File: src/rtl/alu_32bit.sv
// 32-bit registered ALU: four arithmetic functions over a ripple-carry adder with a
// pre-conditioned B operand, four bitwise logic functions, one-cycle registered result.

module alu_32bit (
    input  logic        clk,
    input  logic        rst_n,
    input  logic [31:0] a,
    input  logic [31:0] b,
    input  logic        S0,
    input  logic        S1,
    input  logic        S2,
    input  logic        Ci,
    output logic [31:0] F,
    output logic        Co
);

    logic [1:0]  sel_lo;
    logic [31:0] b_sel;
    logic [32:0] carry;
    logic [31:0] sum;
    logic [31:0] logic_res;
    logic [31:0] f_d;
    logic        co_d;

    assign sel_lo = {S1, S0};

    // Per-bit B-input mux: 0, B, ~B or all ones.
    always_comb begin
        b_sel = '0;
        unique case (sel_lo)
            2'b00: b_sel = '0;
            2'b01: b_sel = b;
            2'b10: b_sel = ~b;
            2'b11: b_sel = '1;
            default: b_sel = '0;
        endcase
    end

    // Ripple-carry chain of 32 full-adder cells.
    always_comb begin
        carry    = '0;
        sum      = '0;
        carry[0] = Ci;
        for (int i = 0; i < 32; i++) begin
            sum[i]     = a[i] ^ b_sel[i] ^ carry[i];
            carry[i+1] = (a[i] & b_sel[i]) | (a[i] & carry[i]) | (b_sel[i] & carry[i]);
        end
    end

    always_comb begin
        logic_res = '0;
        unique case (sel_lo)
            2'b00: logic_res = a | b;
            2'b01: logic_res = a ^ b;
            2'b10: logic_res = a & b;
            2'b11: logic_res = ~a;
            default: logic_res = '0;
        endcase
    end

    // Logic functions never report a carry.
    always_comb begin
        f_d  = sum;
        co_d = carry[32];
        if (S2) begin
            f_d  = logic_res;
            co_d = 1'b0;
        end
    end

    always_ff @(posedge clk) begin
        if (!rst_n) begin
            F  <= '0;
            Co <= 1'b0;
        end else begin
            F  <= f_d;
            Co <= co_d;
        end
    end

endmodule

File: config.mk
export PLATFORM = sky130hd
export DESIGN_NAME = alu_32bit
export DESIGN_NICKNAME = d
export VERILOG_FILES = /design/src/rtl/alu_32bit.sv
export SDC_FILE = /design/constraint.sdc
export NUM_CORES = 1
export LEC_CHECK = 0
export ABC_AREA = 0
export CAP_MARGIN = 40
export CORE_MARGIN = 2
export CORE_UTILIZATION = 51
export CTS_BUF_LIST = sky130_fd_sc_hd__clkbuf_16
export CTS_CLUSTER_DIAMETER = 150
export DETAILED_ROUTE_END_ITERATION = 6
export GPL_TIMING_DRIVEN = 0
export PLACE_DENSITY = 0.88
export SYNTH_ARGS = -nofsm -noshare
export SYNTH_HDL_FRONTEND = slang
export SYNTH_SLANG_ARGS = --single-unit
File: constraint.sdc
create_clock -name clk -period 20.8 [get_ports clk]
set_input_delay 3.12 -clock clk [delete_from_list [all_inputs] [get_ports clk]]
set_output_delay 3.12 -clock clk [all_outputs]
set_load 0.01 [all_outputs]
# == Yosys cells after proc, flatten, opt, wreduce, memory -nomap -nowiden ==
# Index checks and enable logic that the tools add are counted.
# classes
n_eq_ne,3
n_mux,3
bitwise,230
reduce_logical,2
# ops
operator,n
one-hot mux 32 bit (4 select lines),2
bitwise AND 1 bit,96
inverter 32 bit,2
bitwise OR 1 bit,64
bitwise XOR 1 bit,64
bitwise AND 32 bit,1
2-to-1 mux 32 bit,1
bitwise OR 32 bit,1
bitwise XOR 32 bit,1
"== test 2 bit, second input constant",2
"== test 2 x 1 -> 1 bit, second input constant",1
zero test 2 bit,1
OR reduction 2 bit,1
inverter 1 bit,1
# totals
regBits,33
word_cells,240

# == Depth between registers and ports, before layout ==
# depth
depth_word,98
mapped_depth,41
depth_no_buf,38

# == Worst setup path before layout ==
# No wires, ideal clock.
# synth_path
path_kind,in2reg
startpoint,input port S0
endpoint,register F[31]
setup_time_ns,0.086
arrival_time_ns,17.167
required_time_ns,20.714
setup_slack_ns,3.547
cell_stages,41
n_path_buf,3
path_cell_list,buf_6 buf_8 buf_2 mux2i_1 fa_1 inv_1 fa_1 fa_1 fa_1 fa_1 fa_1 fa_1 fa_1 fa_1 fa_1 fa_1 fa_1 fa_1 [... 5 more ...] fa_1 fa_1 fa_1 fa_1 fa_1 fa_1 fa_1 fa_1 fa_1 fa_1 fa_1 fa_1 fa_1 inv_1 fa_1 inv_1 o21ai_0 a221oi_2
# synth_via
elab_chain_cells,97
elab_cells_between_ends,163
# synth_rtl
item,line,rtl
start: declaration,9,"input logic S0,"
"== test 2 bit, or another cell as far along","30, 52",
one-hot mux 32 bit (4 select lines),30,unique case (sel_lo)
bitwise AND 1 bit,46,carry[i+1] = (a[i] & b_sel[i]) | (a[i] & carry[i]) | (b_sel[i] & carry[i]);
bitwise OR 1 bit (2 in a row),46,
bitwise AND 1 bit,46,
bitwise OR 1 bit (2 in a row),46,
bitwise AND 1 bit,46,
bitwise OR 1 bit (2 in a row),46,
[... 75 more ...],n/a,
bitwise AND 1 bit,46,
bitwise OR 1 bit (2 in a row),46,
bitwise AND 1 bit,46,
bitwise OR 1 bit (2 in a row),46,
bitwise AND 1 bit,46,
bitwise OR 1 bit (2 in a row),46,
bitwise XOR 1 bit,45,sum[i] = a[i] ^ b_sel[i] ^ carry[i];
2-to-1 mux 32 bit (*),65,if (S2) begin
end signal: assignment,73,F <= '0;
end signal: assignment,76,F <= f_d;
end: declaration,13,"output logic [31:0] F,"
# Every way passes the cells marked *; elsewhere a longest branch is shown, timed or not.
# A chain may end at the register's enable or synchronous reset.

# == Worst setup path after layout ==
# layout_path
startpoint,input port S1
endpoint,register F[31]
# layout_via
elab_chain_cells,97
elab_cells_between_ends,163
# layout_rtl
item,line,rtl
start: declaration,10,"input logic S1,"
"== test 2 bit, or another cell as far along","30, 52",
one-hot mux 32 bit (4 select lines),30,
bitwise AND 1 bit,46,
bitwise OR 1 bit (2 in a row),46,
bitwise AND 1 bit,46,
bitwise OR 1 bit (2 in a row),46,
bitwise AND 1 bit,46,
bitwise OR 1 bit (2 in a row),46,
[... 75 more ...],n/a,
bitwise AND 1 bit,46,
bitwise OR 1 bit (2 in a row),46,
bitwise AND 1 bit,46,
bitwise OR 1 bit (2 in a row),46,
bitwise AND 1 bit,46,
bitwise OR 1 bit (2 in a row),46,
bitwise XOR 1 bit,45,
2-to-1 mux 32 bit (*),65,
# Marked as above.

==> out/results.ini <==
[setup_path]
cp-end-kind=flop
worstPathArrival_ns=18.50
cp_common_cell=fa_1
crit_slowest_cell=clkdlybuf4s50_1
cp.required_ns=20.99
start_kind=input port
crit_type=in2reg
critPathMaxStageDelay_ns=0.52
cp-startpoint=S1
crit_fanout=10

[die]
row_count=33
die_height_um=95.4
die_area_um2=9100
core_um2=8180
start_util=0.521
die_w_um=95.4
boundaryPins=103

[cts]
cts_tree=built
cts_resized=0
post_cts_buffers=0
htreeDepth=2
cts-root-buf=clkbuf_16
cts_max_path_buffers=2
clkTransAtPathRegs_ns=0.06
clock-sinks=33
cts_buffers=5
cts_hold_buf=0

[layout]
synthToLayoutAreaGrowth_pct=29.9
insertedDiodeCount=0
seq_area_um2=661
fin_area_um2=5530
multi_input_area_um2=3030
drive_gt1_frac=0.136
layout_commonest_cell=clkdlybuf4s50_1
final_util=0.677
fillers=619
fin_nets=710
final_cell_mix=clkdlybuf4s50_1, inv_1, ha_1, mux2i_1, o21ai_0

[global_route]
grtUsageTotal=0.249
grt_pass1_vias=3713
grt_max_degree=11
antenna_found_initial=0
grt_overflow=0
grt_pass1_wl_mm=17.6

[drt]
drt_pre_antenna_iters=4
via_count=3540
via_per_inst=5.45
drc_errors=0
wl_per_cell_um=16.9
wl_mm=11.0
drt_iter0_drc=128
drtAntennaViolNets=0

[timing]
slew_violations=0
tns_ns=0
finalHoldWorstSlack_ns=3.39
fin_crit_sh=0.880
rsz0062_at_grt=false
setup_violations=0
worst_slack_ns=2.49
period_minus_slack_ns=18.31
slew_headroom=0.613
clock.fmax_ghz=0.0546
hold_viol=0
tightest_slew_ns=0.581

[worst_hold_path]
whs_path_depth=4
hold_end=F[13]$_SDFF_PN0_
hold_path_class=in2reg
min_from=S0

[synth]
synth_fp_nets=602
synthesis.area_um2=4260
synth.distinct_cells=24
ys_warn_count=0
avgSynthCellArea_um2=9.77
syn_inst=436
seq_area_frac_synth=0.155
synth_seq_cells=33

[power]
power_frac_seq=0.286
power_frac_comb=0.436
p_sw_frac=0.332
p_int_mw=0.172
p_switching_mw=0.0854
clockPowerShare=0.277
p_per_area_nw_per_um2=46.5
irDropWorstVdd_uv=27.9
power_leakage_nw=2.65

[placed_design]
gp_congestion=0.837
placed_area_um2=5400
io_buffers=101
hpwlAfterDp_mm=8.44
post-place-ws_ns=2.19

[run_status]
run_status=finished clean

[run]
maxCapViolCount=0

==> power by group through the flow <==
stage	registers, mW	logic (mW)	clock network, mW
2_1_floorplan	0.0787	0.0574	0
3_3_place_gp	0.0748	0.105	0
3_5_place_dp	0.0750	0.112	0
4_1_cts	0.0737	0.113	0.0710
5_1_grt	0.0742	0.125	0.0739
6_report	0.0737	0.112	0.0713
==> cells in the mapped netlist, drive strengths merged <==
cell / n / area share
mux2: 30 / 0.079
nor3b: 1 / 0.0018
nor2b: 1 / 0.0015
ha: 64 / 0.19
nand2: 15 / 0.014
nor2: 5 / 0.0044
nand3b: 5 / 0.0088
o221ai: 5 / 0.010
a221oi: 27 / 0.086
inv: 96 / 0.085
and2: 1 / 0.0015
a21oi: 5 / 0.0059
o21ai: 40 / 0.047
dfxtp: 33 / 0.16
clkbuf: 11 / 0.0097
mux2i: 48 / 0.11
buf: 17 / 0.039
fa: 32 / 0.15
==> layout make-up <==
cell class / count / area share
sequential: 33 / 0.119
clock inverter: 2 / 0.00136
inverter: 96 / 0.0651
tap: 105 / 0.0237
multi-input combinational: 279 / 0.548
timing repair buffer: 101 / 0.183
buffer: 28 / 0.0373
clock buffer: 5 / 0.0226
==> worst max-delay path: cells and delay by family <==
| kind | cells | cell delay, ns |
|---|---|---|
| fa+ha+maj | 32 | 13.76 |
| buf+inv | 5 | 1.05 |
| compound gates | 2 | 0.28 |
| mux | 1 | 0.26 |
==> sequential cells by signal, summed over array words and instances, names as in the netlist <==
register  cells
Co            1
F            32
==> stage by stage <==
step                total power, mW  std cells
floorplan                     0.136        436
global placement              0.180        642
detailed placement            0.187        642
CTS                           0.257        649
global route                  0.273        649
finish                        0.257        649
==> kinds of logic after synthesis <==
| kind of cell | after synthesis | share of synthesized area |
|---|---|---|
| buf+inv | 124 | 0.133 |
| fa+ha+maj | 96 | 0.338 |
| simple gates | 28 | 0.0317 |
| compound gates | 77 | 0.150 |
| flops | 33 | 0.155 |
| mux | 78 | 0.192 |
==> layer usage <==
metal	up-vias	GRT usage	routed length [um]	share of wire
li1	1667	-	-	-
met1	1730	0.290	4370	0.40
met5	-	0	0	0
met2	127	0.467	5770	0.53
met4	0	0.0750	169	0.015
met3	16	0.0372	676	0.062
==> how the worst max path moves through the flow <==
stage	slack (ns)	to	cells past startpoint
4_1_cts	2.43	F[31]$_SDFF_PN0_	40
6_report	2.49	F[31]$_SDFF_PN0_	40
3_3_place_gp	2.29	F[31]$_SDFF_PN0_	40
5_1_grt	2.05	F[31]$_SDFF_PN0_	40
3_5_place_dp	2.19	F[31]$_SDFF_PN0_	40
2_1_floorplan	3.55	F[31]$_SDFF_PN0_	41
(Power assumes the default switching activity.)
